## src/rtl/pong_game_ctrl.sv

```systemverilog
// Game-select / reset sequencer for a ball-and-paddle game chip: debounced buttons,
// frame-aligned game changes and manual serve. Optional attract mode: PONG_ATTRACT_MODE_EN.
module pong_game_ctrl #(
  parameter int DEBOUNCE_CYCLES = 50000,
  parameter int RESET_CYCLES    = 1024,
  parameter int SERVE_CYCLES    = 4096,
  parameter int ATTRACT_FRAMES  = 1800
) (
  input  logic       clk,
  input  logic       reset_n,
  input  logic       vsync,
  input  logic       btn_next,
  input  logic       btn_serve,
  input  logic       sw_angle,
  input  logic       sw_speed,
  input  logic       sw_batsize,
  output logic       chip_reset_n,
  output logic [5:0] game_sel_n,
  output logic       man_serve,
  output logic       ball_angle,
  output logic       ball_speed,
  output logic       bat_size,
  output logic       busy,
  output logic       attract
);

  localparam int DB_W    = (DEBOUNCE_CYCLES > 1) ? $clog2(DEBOUNCE_CYCLES) : 1;
  localparam int HOLD_W  = (RESET_CYCLES > 1) ? $clog2(RESET_CYCLES) : 1;
  localparam int SERVE_W = (SERVE_CYCLES > 1) ? $clog2(SERVE_CYCLES) : 1;

  localparam logic [DB_W-1:0]    DB_MAX    = DB_W'(DEBOUNCE_CYCLES - 1);
  localparam logic [HOLD_W-1:0]  HOLD_MAX  = HOLD_W'(RESET_CYCLES - 1);
  localparam logic [SERVE_W-1:0] SERVE_MAX = SERVE_W'(SERVE_CYCLES - 1);

  typedef enum logic [1:0] {
    RUN  = 2'd0,
    PEND = 2'd1,
    HOLD = 2'd2
  } state_t;

  state_t state;

  logic [5:0] raw;
  logic [5:0] sync1;
  logic [5:0] sync2;
  logic       vsync_d;
  logic [4:0] sync_d;
  logic [4:0] db_level;
  logic [1:0] btn_d;
  logic [DB_W-1:0] db_cnt [5];

  logic frame_tick;
  logic next_press;
  logic serve_press;
  logic advance;

  logic [2:0]         game;
  logic [2:0]         next_game;
  logic [HOLD_W-1:0]  hold_cnt;
  logic [SERVE_W-1:0] serve_cnt;

  // Bit 0 is vsync; bits 1..5 are the debounced channels (next, serve, angle, speed, batsize).
  assign raw = {sw_batsize, sw_speed, sw_angle, btn_serve, btn_next, vsync};

  always_ff @(posedge clk) begin
    if (!reset_n) begin
      sync1    <= '0;
      sync2    <= '0;
      vsync_d  <= 1'b0;
      sync_d   <= '0;
      db_level <= '0;
      btn_d    <= '0;
      for (int i = 0; i < 5; i++) db_cnt[i] <= '0;
    end else begin
      sync1   <= raw;
      sync2   <= sync1;
      vsync_d <= sync2[0];
      sync_d  <= sync2[5:1];
      btn_d   <= db_level[1:0];
      for (int i = 0; i < 5; i++) begin
        if (sync2[i+1] != sync_d[i]) begin
          db_cnt[i] <= '0;
        end else if (db_cnt[i] == DB_MAX) begin
          db_level[i] <= sync_d[i];
        end else begin
          db_cnt[i] <= db_cnt[i] + 1'b1;
        end
      end
    end
  end

  assign frame_tick  = sync2[0] & ~vsync_d;
  assign next_press  = db_level[0] & ~btn_d[0];
  assign serve_press = db_level[1] & ~btn_d[1];

`ifdef PONG_ATTRACT_MODE_EN
  localparam int IDLE_W = (ATTRACT_FRAMES > 1) ? $clog2(ATTRACT_FRAMES) : 1;
  localparam logic [IDLE_W-1:0] IDLE_MAX = IDLE_W'(ATTRACT_FRAMES - 1);

  logic [IDLE_W-1:0] idle_cnt;
  logic              any_press;
  logic              attract_fire;

  assign any_press    = next_press | serve_press;
  assign attract_fire = (state == RUN) && frame_tick && !any_press && (idle_cnt == IDLE_MAX);
  assign advance      = next_press | attract_fire;

  // Idle frames are only counted while a game is running; any press ends attract.
  always_ff @(posedge clk) begin
    if (!reset_n) begin
      idle_cnt <= '0;
      attract  <= 1'b0;
    end else if (any_press) begin
      idle_cnt <= '0;
      attract  <= 1'b0;
    end else if (attract_fire) begin
      idle_cnt <= '0;
      attract  <= 1'b1;
    end else if (state == RUN && frame_tick) begin
      idle_cnt <= idle_cnt + 1'b1;
    end
  end
`else
  assign advance = next_press;
  assign attract = 1'b0;
`endif

  always_ff @(posedge clk) begin
    if (!reset_n) begin
      state        <= HOLD;
      game         <= 3'd0;
      next_game    <= 3'd0;
      game_sel_n   <= 6'b111110;
      chip_reset_n <= 1'b0;
      busy         <= 1'b1;
      hold_cnt     <= '0;
      man_serve    <= 1'b0;
      serve_cnt    <= '0;
      ball_angle   <= 1'b0;
      ball_speed   <= 1'b0;
      bat_size     <= 1'b0;
    end else begin
      case (state)
        RUN: begin
          if (frame_tick) {bat_size, ball_speed, ball_angle} <= db_level[4:2];
          // A game change outranks a serve and cuts any pulse in progress short.
          if (advance) begin
            next_game <= (game == 3'd5) ? 3'd0 : game + 3'd1;
            state     <= PEND;
            busy      <= 1'b1;
            man_serve <= 1'b0;
            serve_cnt <= '0;
          end else if (man_serve) begin
            if (serve_cnt == SERVE_MAX) begin
              man_serve <= 1'b0;
              serve_cnt <= '0;
            end else begin
              serve_cnt <= serve_cnt + 1'b1;
            end
          end else if (serve_press) begin
            man_serve <= 1'b1;
            serve_cnt <= '0;
          end
        end
        PEND: begin
          if (frame_tick) begin
            game         <= next_game;
            game_sel_n   <= ~(6'b000001 << next_game);
            chip_reset_n <= 1'b0;
            hold_cnt     <= '0;
            state        <= HOLD;
          end
        end
        HOLD: begin
          {bat_size, ball_speed, ball_angle} <= db_level[4:2];
          if (hold_cnt == HOLD_MAX) begin
            chip_reset_n <= 1'b1;
            busy         <= 1'b0;
            state        <= RUN;
          end else begin
            hold_cnt <= hold_cnt + 1'b1;
          end
        end
        default: begin
          chip_reset_n <= 1'b0;
          busy         <= 1'b1;
          hold_cnt     <= '0;
          state        <= HOLD;
        end
      endcase
    end
  end

endmodule

```

## config.mk

```make
export PLATFORM = sky130hd
export DESIGN_NAME = pong_game_ctrl
export DESIGN_NICKNAME = d
export VERILOG_FILES = /design/src/rtl/pong_game_ctrl.sv
export SDC_FILE = /design/constraint.sdc
export NUM_CORES = 1
export LEC_CHECK = 0
export CAP_MARGIN = 20
export CORE_MARGIN = 2
export CORE_UTILIZATION = 29
export CTS_BUF_LIST = sky130_fd_sc_hd__clkbuf_4 sky130_fd_sc_hd__clkbuf_8
export CTS_CLUSTER_DIAMETER = 100
export CTS_CLUSTER_SIZE = 12
export DETAILED_ROUTE_END_ITERATION = 10
export GPL_TIMING_DRIVEN = 0
export PLACE_DENSITY = 0.41
export SETUP_SLACK_MARGIN = 0.2
export SYNTH_ARGS = -nofsm -noshare
export SYNTH_HDL_FRONTEND = slang
export SYNTH_SLANG_ARGS = --single-unit
```

## constraint.sdc

```tcl
create_clock -name clk -period 3 [get_ports clk]
set_input_delay 0.45 -clock clk [delete_from_list [all_inputs] [get_ports clk]]
set_output_delay 0.45 -clock clk [all_outputs]
set_load 0.01 [all_outputs]
```

==> key figures <==
Setup path
  • CP required: 3010 ps
  • Critical path class: flip-flop to flip-flop
  • Crit path DAT: 2560 ps
  • Crit path launch type: flip-flop
  • Endpoint class of the critical path: flip-flop
  • Path depth of the worst reg2reg path: 5
  • Critical path fanouts, max: 16

Global routing
  • Largest net degree at the start of global routing: 17
  • Initial antenna violation count: 0
  • GR Layer Usage met1: 17.25%
  • GR Util met3: 2.414%
  • First-pass GRT wire length: 26790 um
  • Busiest grt layer: met2
  • Global Route Usage Sum: 12.60%
  • GR Util met2: 19.83%
  • Global route overflow: 0
  • Vias in the first global route: 5377

Timing
  • RSZ-0062 raised after global routing: no
  • Tmin final: 2549 ps
  • Endpoints failing hold: 0
  • Worst slew margin: 45.67%
  • Fmax: 392.3 MHz
  • Setup Skew: 16.44 ps
  • Worst slew pin tran: 815.0 ps
  • Crit share post-route: 84.97%
  • Final setup vio count: 0
  • Final setup TNS: 0 ps
  • Slew Limit Fails: 0

Power and ir drop
  • P_leak: 2.860 nW
  • Pwr dens: 491.9 nW/um^2
  • PnR Total Power: 4.066 mW
  • Peak supply drop: 0.2471 mV

Finish
  • Area Overhead vs Synth: 14.75%
  • Commonest non-fill, non-tap cell in the layout: nor2_1
  • Final Util: 33.99%
  • Ratio of cells with drive above 1 in the final layout: 5.799%
  • Nets: 778
  • Non-Filler Instances: 1100
  • Commonest non-fill, non-tap cells in the layout: 100 x nor2_1, 80 x edfxtp_1, 67 x dfxtp_1
  • Post-route cell area: 8265 sq um
  • N_diodes: 0
  • Fill count: 2504

Detailed routing
  • DR vias: 5506
  • Drc violations: 0
  • Post-route ant nets: 0
  • DR WL/cell: 14.33 um
  • DR pass1 iterations: 5
  • Initial DRC count: 256
  • Vias per cell: 5.005
  • WL final: 15760 um

Synth
  • Compound-cell area share of the yosys netlist: 8.928%
  • Simple-gate portion of the synthesized area: 26.63%
  • Sequential-to-total area share from yosys stat: 51.97%
  • Yosys top cell by area: edfxtp_1
  • Synth warn: 0
  • Distinct cells, synth: 57
  • Adder-Cell Fraction of Synth Area: 1.216%
  • Largest family of logic cells by synthesized area: simple AND/OR/NAND/NOR gates
  • Fraction of registers with async set or reset after synthesis: 0%
  • Synth Net Count: 740
  • Cells after synthesis: 725
  • Syn_area_per_cell: 9.935 sq um
  • Synth Area in XOR/XNOR: 7.903%
  • Primary FF master, synth: edfxtp_1
  • Post-synthesis mux area share: 1.112%
  • Top cells by area, synth: edfxtp_1 33%, dfxtp_1 19%, nor2_1 5.2%
  • Mapped Area: 7203 sq um
  • Flops & latches, synth: 147
  • EDFF count, synth: 80
  • Area share of the largest cell type after synthesis: 33.35%

Placement
  • Placed cell count: 1068
  • Placed Area: 7799 sq um
  • Number of port buffers: 19
  • GPL Wtd Cong: 0.7676
  • Dpl hpwl: 10600 um

Clock network
  • Cts bufs inserted: 17
  • Clock Sinks: 147
  • Clock Pin Slew Worst Setup and Hold Paths: 80 ps
  • Number of gates resized after cts: 3
  • Clock insertion delay at the later pin of the skew report: 440 ps
  • # H-tree levels: 4
  • Postcts setup bufs: 0
  • Clock Tree Buf Depth: 2
  • Hold-fix buffer count after cts: 0
  • Root Buffer Master: clkbuf_8
  • CTS tree: yes

Run
  • Max-Cap Viols: 0

Floorplanning
  • Die W: 161.6 um
  • IO Pins: 21
  • Initial core utilization: 29.62%
  • Row count: 57
  • Area of the die: 26110 sq um
  • Core Area: 24320 sq um
  • Die H: 161.6 um

Status
  • Status: finished, final reports clean

Min path
  • Hold Crit Depth: 1
  • Hold Crit Class: flip-flop to flip-flop
[flip-flops by register name, indices dropped and copies added (netlist names), 3 cells and up]
name	count
next_game	3
game	3
db_level	5
sync1	6
game_sel_n	6
hold_cnt	10
sync2	6
serve_cnt	12
db_cnt	80
sync_d	5
[through the flow]
step | setup WS [ps] | hold slack (ps)
5_1_grt | 266.7 | 454.0
3_5_place_dp | -771.5 | 419.9
4_1_cts | 420.0 | 441.0
2_1_floorplan | 827.1 | 411.9
3_3_place_gp | -723.2 | 417.4
6_report | 451.0 | 438.0
[Yosys cell counts (4+ instances only)]
cell type  number
nand2_1        46
nor4bb_1        6
xor2_1         33
and3_1         16
nor2_1        100
dfxtp_1        67
and4b_1         6
xnor2_1        32
nor2b_1         6
ha_1            7
and2_1         28
a211oi_1        4
a21oi_1        32
or2_2           4
nor3_1         12
nand2b_1        4
a31oi_1         5
clkbuf_1       23
or4_1           8
o21a_1          4
nand4_1        31
nor4_1         22
o21ai_1         4
or3_1          14
nand3_1        34
o21ai_0        22
o31ai_1         7
mux2i_1         8
edfxtp_1       80
inv_1          11
and4_1         10
o2111ai_1       4
[power breakdown]
group	switching [mW]	internal, mW
clock	0.755	1.03
combinational	0.0757	0.0439
sequential	0.0235	2.13
[layout make-up]
class | instances | area, sq um | share of cell area, %
well taps | 324 | 405.4 | 4.905
clock inverters | 11 | 182.7 | 2.210
inverters | 13 | 48.80 | 0.5904
clock buffers | 21 | 270.3 | 3.270
flip-flops and latches | 147 | 3744 | 45.29
plain buffers | 27 | 110.1 | 1.332
multi-input cells | 538 | 3314 | 40.10
repair buffers | 19 | 190.2 | 2.301
[critical path, cell delays in order, from the launching register on]
cell and delay (ps):
edfxtp_1 410, ha_1 210, nand3_1 270, or4_4 670, nor2_1 130, nand2_1 430
[layer usage]
layer	part of all wire [%]	vias to the layer above
li1	-	2744
met1	51	2648
met2	44	97
met3	3.5	17
met4	1.6	0
met5	0	-
[final timing paths]
path | startpoint | to | slack, ps
setup reg to reg | db_cnt[3][0] | db_cnt[3][4] | 450
hold reg to reg | sync1[3] | sync2[3] | 440
hold / removal | sync1[3] | sync2[3] | 440
setup / recovery | db_cnt[3][0] | db_cnt[3][4] | 450
[cell families (layout without fill, tap and decap cells)]
kind of cell	Yosys count	count (layout)
buffers and inverters	40	91
adders and majority gates	7	7
xor gates and xnor gates	65	65
muxes	8	8
and+or+nand+nor	357	357
DFF	147	147
AOI/OAI and AO/OA	100	100
other	1	1
No activity file was read; power rests on OpenSTA's default activity.
